File: src/rtl/fft_frame_feeder.sv
// rtl/fft_frame_feeder.sv - FIFO-buffered frame feeder for the FFT serial input; FFT_FEED_CNT_EN adds frame_cnt
module fft_frame_feeder #(
    parameter int N     = 4,
    parameter int DEPTH = 8,
    parameter int GAP   = 16
) (
    input  logic       fastclock,
    input  logic       rst,
    input  logic       in_valid,
    input  logic [7:0] in_data,
    output logic       in_ready,
    output logic       readyin,
    output logic [7:0] x,
    output logic       busy
`ifdef FFT_FEED_CNT_EN
    ,
    output logic [7:0] frame_cnt
`endif
);

    localparam int AW = $clog2(DEPTH);
    localparam int CW = AW + 1;
    localparam int SW = $clog2(N);
    localparam int GW = $clog2(GAP + 1);

    localparam logic [CW-1:0] N_CNT     = CW'(N);
    localparam logic [CW-1:0] DEPTH_CNT = CW'(DEPTH);
    localparam logic [SW-1:0] LAST_IDX  = SW'(N - 1);
    localparam logic [GW-1:0] GAP_LOAD  = GW'(GAP - 1);

    typedef enum logic [1:0] {
        ST_IDLE,
        ST_SEND,
        ST_GAP
    } state_t;

    state_t        state;
    logic [7:0]    mem [DEPTH];
    logic [AW-1:0] wr_ptr;
    logic [AW-1:0] rd_ptr;
    logic [CW-1:0] count;
    logic [SW-1:0] sample_idx;
    logic [GW-1:0] gap_cnt;
    logic          push;
    logic          pop;

    // Full check uses the registered count, so a same-cycle pop never frees a slot early.
    assign in_ready = (count < DEPTH_CNT);
    assign push     = in_valid && in_ready;
    // The first pop of a frame happens on the IDLE->SEND edge, the rest while in SEND.
    assign pop      = ((state == ST_IDLE) && (count >= N_CNT)) ||
                      ((state == ST_SEND) && (sample_idx != LAST_IDX));

    // Sample storage; contents need no reset since count guards every read.
    always_ff @(posedge fastclock) begin
        if (push) begin
            mem[wr_ptr] <= in_data;
        end
    end

    // FIFO pointers and occupancy.
    always_ff @(posedge fastclock or posedge rst) begin
        if (rst) begin
            wr_ptr <= '0;
            rd_ptr <= '0;
            count  <= '0;
        end else begin
            if (push) begin
                wr_ptr <= wr_ptr + AW'(1);
            end
            if (pop) begin
                rd_ptr <= rd_ptr + AW'(1);
            end
            case ({push, pop})
                2'b10:   count <= count + CW'(1);
                2'b01:   count <= count - CW'(1);
                default: count <= count;
            endcase
        end
    end

    // Frame sequencer: waits for a whole frame, streams it, then holds the idle gap.
    always_ff @(posedge fastclock or posedge rst) begin
        if (rst) begin
            state      <= ST_IDLE;
            readyin    <= 1'b0;
            x          <= 8'h00;
            busy       <= 1'b0;
            sample_idx <= '0;
            gap_cnt    <= '0;
`ifdef FFT_FEED_CNT_EN
            frame_cnt  <= 8'h00;
`endif
        end else begin
            case (state)
                ST_IDLE: begin
                    if (count >= N_CNT) begin
                        state      <= ST_SEND;
                        readyin    <= 1'b1;
                        busy       <= 1'b1;
                        x          <= mem[rd_ptr];
                        sample_idx <= '0;
                    end
                end
                ST_SEND: begin
                    if (sample_idx == LAST_IDX) begin
                        state     <= ST_GAP;
                        readyin   <= 1'b0;
                        x         <= 8'h00;
                        gap_cnt   <= GAP_LOAD;
`ifdef FFT_FEED_CNT_EN
                        frame_cnt <= frame_cnt + 8'd1;
`endif
                    end else begin
                        x          <= mem[rd_ptr];
                        sample_idx <= sample_idx + SW'(1);
                    end
                end
                ST_GAP: begin
                    if (gap_cnt == '0) begin
                        state <= ST_IDLE;
                        busy  <= 1'b0;
                    end else begin
                        gap_cnt <= gap_cnt - GW'(1);
                    end
                end
                default: begin
                    state   <= ST_IDLE;
                    readyin <= 1'b0;
                    x       <= 8'h00;
                    busy    <= 1'b0;
                end
            endcase
        end
    end

endmodule

File: config.mk
export PLATFORM = sky130hd
export DESIGN_NAME = fft_frame_feeder
export DESIGN_NICKNAME = d
export VERILOG_FILES = /design/src/rtl/fft_frame_feeder.sv
export SDC_FILE = /design/constraint.sdc
export NUM_CORES = 1
export LEC_CHECK = 0
export BUFFER_PORTS_ARGS = -buffer_cell sky130_fd_sc_hd__buf_2
export CORE_MARGIN = 5
export CORE_UTILIZATION = 55
export DETAILED_ROUTE_END_ITERATION = 8
export HOLD_SLACK_MARGIN = 0.15
export PLACE_DENSITY = 0.85
export REMOVE_ABC_BUFFERS = 1
export SETUP_SLACK_MARGIN = 0.2
export SLEW_MARGIN = 20
export SYNTH_ARGS = -nofsm -noshare
export SYNTH_HDL_FRONTEND = slang
export SYNTH_SLANG_ARGS = --single-unit
File: constraint.sdc
create_clock -name fastclock -period 2.7 [get_ports fastclock]
set_input_delay 0.27 -clock fastclock [delete_from_list [all_inputs] [get_ports fastclock]]
set_output_delay 0.27 -clock fastclock [all_outputs]
set_load 0.03 [all_outputs]
# ---- Word-level counts from Yosys, hierarchy flattened
# Memory sizes are Yosys's and may differ from the RTL's.
# Cells that the tools add are included.
dict set report word_totals {
  memories 1
  mem_bits_rw 64
  in_bits 11
  out_inout_bits 11
  register_bits 29
}
# name words word_bits read_ports rd_ports_with_merged_regs write_ports line_no
set memory_table {}
lappend memory_table {mem 8 8 1 0 1 38} ;# logic [7:0] mem [DEPTH];
dict set report op_classes {
  bitwise 2
  add_sub_neg 6
  reduce_logical 15
  order_cmp 2
  n_eq_ne 11
  n_mux 21
}
# operator n
set op_table {}
lappend op_table {{$pmux 8 s3} 1}
lappend op_table {{$mux 8} 2}
lappend op_table {{$reduce_and 3->1} 5}
lappend op_table {{$mux 2} 5}
lappend op_table {{$mux 5} 2}
lappend op_table {{$pmux 5 s2} 1}
lappend op_table {{$ne 2x2->1 const B} 4}
lappend op_table {{$pmux 4 s2} 1}
lappend op_table {{$add 3x1->3 const B} 2}
lappend op_table {{$eq 2x2->1 const B} 3}
lappend op_table {{$pmux 1 s3} 2}
lappend op_table {{$pmux 2 s3} 1}
lappend op_table {{$reduce_bool 2->1} 3}
lappend op_table {{$logic_not 5->1} 1}
lappend op_table {{$mux 1} 5}
lappend op_table {{$sub 5x1->5 const B} 1}
lappend op_table {{$add 4x1->4 const B} 1}
lappend op_table {{$eq 2x1->1 const B} 2}
lappend op_table {{$ge 4x3->1 const B} 1}
lappend op_table {{$lt 4x4->1 const B} 1}
lappend op_table {{$ne 2x1->1 const B} 2}
lappend op_table {{$pmux 2 s2} 1}
lappend op_table {{$sub 4x1->4 const B} 1}
lappend op_table {{$logic_and 1x1->1} 3}
lappend op_table {{other kinds (5)} 6}

# ---- Longest topological paths before layout
dict set report depth {
  ltp_word 5
  depth_mapped 12
  mapped_depth_nobuf 11
}

# ---- Least setup slack after synthesis
# Ideal clock, no wire load.
dict set report synth_path {
  kind {register to register}
  from {register state[0]}
  to {register count[2]}
  path_stages_with_launch 11
  arrival_time_ps 2128
  required_ps 2572
  slack_ps 444
  period_less_slack_ps 2256
  setup_time_ps 128
  path_buffers 1
  cell_sequence {dfrtp_1 > o31ai_2 > buf_2 > inv_1 > ha_1 > xor2_1 > ha_1 > a21oi_1 > xor2_1 > nor2_1 > xor2_1}
}
dict set report synth_between {
  elab_chain_cells 5
  elab_cells_between_ends 9
}
# item line_no
set synth_rtl {}
lappend synth_rtl {{from (decl)} 37} ;# state_t state;
lappend synth_rtl {{from (signal assigned)} 85} ;# state <= ST_IDLE;
lappend synth_rtl {{from (signal assigned)} 98} ;# state <= ST_SEND;
lappend synth_rtl {{from (signal assigned)} 107} ;# state <= ST_GAP;
lappend synth_rtl {{$eq 2x1->1 or $logic_not 2->1 (tied branches)} {52, 51}}
lappend synth_rtl {{$logic_and 1x1->1 (on tied branches)} {52, 51}}
lappend synth_rtl {{$logic_or 1x1->1 *} 51} ;# assign pop = ((state == ST_IDLE) && (count >= N_CNT)) ||
lappend synth_rtl {{$eq 2x1->1 or $eq 2x2->1 (tied branches)} 74} ;# case ({push, pop})
lappend synth_rtl {{$pmux 4 s2 or $reduce_bool 2->1 (tied branches)} n/a}
lappend synth_rtl {{to (signal assigned)} 75} ;# 2'b10: count <= count + CW'(1);
lappend synth_rtl {{to (signal assigned)} 76} ;# 2'b01: count <= count - CW'(1);
lappend synth_rtl {{to (signal assigned)} 77} ;# default: count <= count;
lappend synth_rtl {{to (decl)} 41} ;# logic [CW-1:0] count;
# Every way passes the cells marked *; elsewhere a longest branch is shown, timed or not.
# A chain may end at the register's enable or synchronous reset.

# ---- Worst setup path in the final report
dict set report layout_path {
  from {register sample_idx[0]}
  to {register count[3]}
}
dict set report layout_between {
  elab_chain_cells 5
  elab_cells_between_ends 7
}
# item line_no
set layout_rtl {}
lappend layout_rtl {{from (decl)} 42} ;# logic [SW-1:0] sample_idx;
lappend layout_rtl {{from (signal assigned)} 116} ;# sample_idx <= sample_idx + SW'(1);
lappend layout_rtl {{$ne 2x2->1 *} 52} ;# ((state == ST_SEND) && (sample_idx != LAST_IDX));
lappend layout_rtl {{$logic_and 1x1->1 *} 52}
lappend layout_rtl {{$logic_or 1x1->1 *} 51}
lappend layout_rtl {{$eq 2x1->1 or $eq 2x2->1 (tied branches)} 74}
lappend layout_rtl {{$pmux 4 s2 or $reduce_bool 2->1 (tied branches)} n/a}
# Marks and branches as above.

==> results.cfg <==
[status]
status = completed

[drt]
ant_nets = 0
via_per_inst = 5.47
routedWlPerCell_um = 17.0
routed_wl_um = 6580
drtIter0Drc = 124
num_vias = 2111
first_pass_iters = 4
drc = 0

[place]
place.detailed.hpwl_um = 4360
gp_congestion = 0.757
portBuffers = 21

[sta]
tightest_slew_ns = 0.735
fin_skew_ns = 0.0153
min_period_ns = 2.24
hold_viol = 0
finalCritPeriodShare_pct = 83.1
max_freq_mhz = 446
slew_headroom_pct = 51.0
setup_viol = 0
drv_slew = 0
rsz0062_at_grt = false
setup_tns_ns = 0

[floorplan]
die_area_um2 = 8720
core_um2 = 6790
initial_core_util_pct = 56.3
io_pins = 22
die_h_um = 93.4
die_w_um = 93.4
rows = 30

[power_and_ir_drop]
internal-power_w = 0.00308
powerDensity_nw_per_um2 = 1110
pwr-share-seq_pct = 45.1
cellLeakagePower_nw = 1.61
clkPwrFrac_pct = 19.3
switchingPower_w = 0.00171
swShare_pct = 35.7
pwr-share-comb_pct = 35.7
ir_worst_vdd_v = 0.000375

[setup_path]
crit_type = reg2reg
arrival_ns = 2.49
path_max_fanout = 5
ff2ff_path_depth = 9
cp-end-kind = flip-flop
start_kind = flip-flop
crit_required_ns = 2.94

[yosys]
yosys_warnings = 0
synth_enable_flop_cells = 64
yosys.area.top_type_share_pct = 50.3
synth_cell_type_count = 37
async_reset_ff_share_pct = 31.2
syn-mean-instance-area_um2 = 15.5
yosysTopAreaCell = edfxtp_1
syn-cell-area_um2 = 3820
ys_ff_latch = 93
ys.flop_type = edfxtp_1
syn_inst = 246
yosysSeqAreaShare_pct = 69.3
synthTopCellsByCount = edfxtp_1, dfrtp_1, nand2_1
yosys.cell_count.top_type = edfxtp_1
synth_area_leaders = edfxtp_1, dfrtp_1, mux2_2, mux4_2, ha_1

[grt]
antenna_found_initial = 0
first_global_vias = 2190
grt_max_degree = 30
grt_usage_pct = 16.8
grt_overflow = 0
grt_pass1_wl_um = 10800

[run]
drv_cap = 0

[cts]
cts_resized = 0
path_clk_slew_ns = 0.10
cts_tree = done
numCtsBuffers = 9
insertion_delay_ns = 0.36
post_cts_buffers = 0
cts_root_buf = clkbuf_8
clock_sinks = 93
cts.path.max_buffers = 2
htree_levels = 3

[finish]
area_growth_pct = 12.6
ff_latch_area_um2 = 2650
layout.nets = 303
nFillCells = 462
multi_input_area_um2 = 1090
antenna_cells = 0
layout-drive-gt1-share_pct = 27.9
post-route-util_pct = 63.4

[min_path]
holdPathStages = 1
hold_class = in2reg
cells in the final DEF, fill, tap and decap left out, types with 2 or more instances in the layout:
cell type	Yosys	routed
buf_2	3	21
o31ai_1	8	8
inv_1	9	9
xor2_1	4	4
clkbuf_8	0	9
nand2_1	23	23
nor2_1	19	19
dfrtp_1	29	29
edfxtp_1	64	64
nor2b_1	3	3
o21ai_0	3	3
mux4_2	6	6
buf_4	1	13
mux2_2	19	19
nand3_1	2	2
mux4_1	2	2
o22ai_1	8	8
a21oi_1	7	7
ha_1	7	7
xnor2_1	5	5
nor3_1	3	3
nand2b_1	4	4
critical path: stages, from the launching register on:
cell,delay (ns)
dfrtp_1,0.41
ha_1,0.28
a21oi_1,0.19
o31ai_2,0.10
inv_1,0.09
ha_1,0.25
or4b_1,0.47
o21ai_0,0.11
o21bai_1,0.11
xnor2_1,0.13
sequential cells by signal, summed over array words and instances, names as in the netlist:
| name | count |
|---|---|
| busy | 1 |
| count | 4 |
| gap_cnt | 5 |
| mem | 64 |
| rd_ptr | 3 |
| readyin | 1 |
| sample_idx | 2 |
| state | 2 |
| wr_ptr | 3 |
| x | 8 |
per-stage QoR:
step | instances | instance area (um2) | setup WS (ns) | total power (W) | hold slack [ns]
4_1_cts | 386 | 4310 | 0.446 | 0.00483 | 0.172
5_1_grt | 386 | 4310 | 0.271 | 0.00509 | 0.186
3_5_place_dp | 369 | 4100 | 0.491 | 0.00389 | 0.375
6_report | 386 | 4310 | 0.456 | 0.00479 | 0.184
2_1_floorplan | 239 | 3770 | 0.290 | 0.00339 | 0.348
3_3_place_gp | 369 | 4100 | 0.604 | 0.00382 | 0.358
layout make-up:
class                           instances  share of cell area, %
Clock buffer                           10                   2.96
Multi-Input combinational cell        137                   25.4
Sequential cell                        93                   61.5
Timing Repair Buffer                   35                   4.94
Clock inverter                          6                   1.66
Inverter                                9                  0.785
Tap cell                               96                   2.79
what timing repair did:
action / CTS / global route
endpoints found under the setup margin: 0 / 0
hold buffers: 1 / 0
hold endpoints to repair: 29 / 0
routing by layer:
layer | GRT usage [%] | vias to the layer above | wire [um]
met2 | 26.4 | 70 | 3190
li1 | - | 993 | -
met1 | 22.1 | 1039 | 2820
met4 | 7.69 | 0 | 123
met5 | 0 | - | 0
met3 | 4.02 | 9 | 443
worst paths after layout:
path                            slack, ns           from   endpoint
worst max-delay path                 0.46  sample_idx[0]   count[3]
worst min-delay path                 0.18     in_data[5]  mem[7][5]
worst max register to register       0.46  sample_idx[0]   count[3]
worst min register to register       0.47           x[0]       x[0]
max in group asynchronous            1.87            rst       x[6]
min in group asynchronous            0.53            rst       x[5]
power by group through the flow:
stage | sequential (W) | clock [W] | combinational (W)
6_report | 0.00216 | 0.000922 | 0.00171
3_3_place_gp | 0.00217 | 0 | 0.00165
2_1_floorplan | 0.00229 | 0 | 0.00110
3_5_place_dp | 0.00219 | 0 | 0.00170
4_1_cts | 0.00216 | 0.000949 | 0.00172
5_1_grt | 0.00221 | 0.00101 | 0.00187
logic make-up after synthesis:
logic type / count (synthesis) / synth area share [%]
mux: 29 / 11.2
compound gates: 34 / 6.25
flops: 93 / 69.3
xor+xnor: 9 / 2.06
buf+inv: 16 / 2.16
fa+ha+maj: 7 / 2.29
simple gates: 58 / 6.81
(Power assumes the default switching activity.)
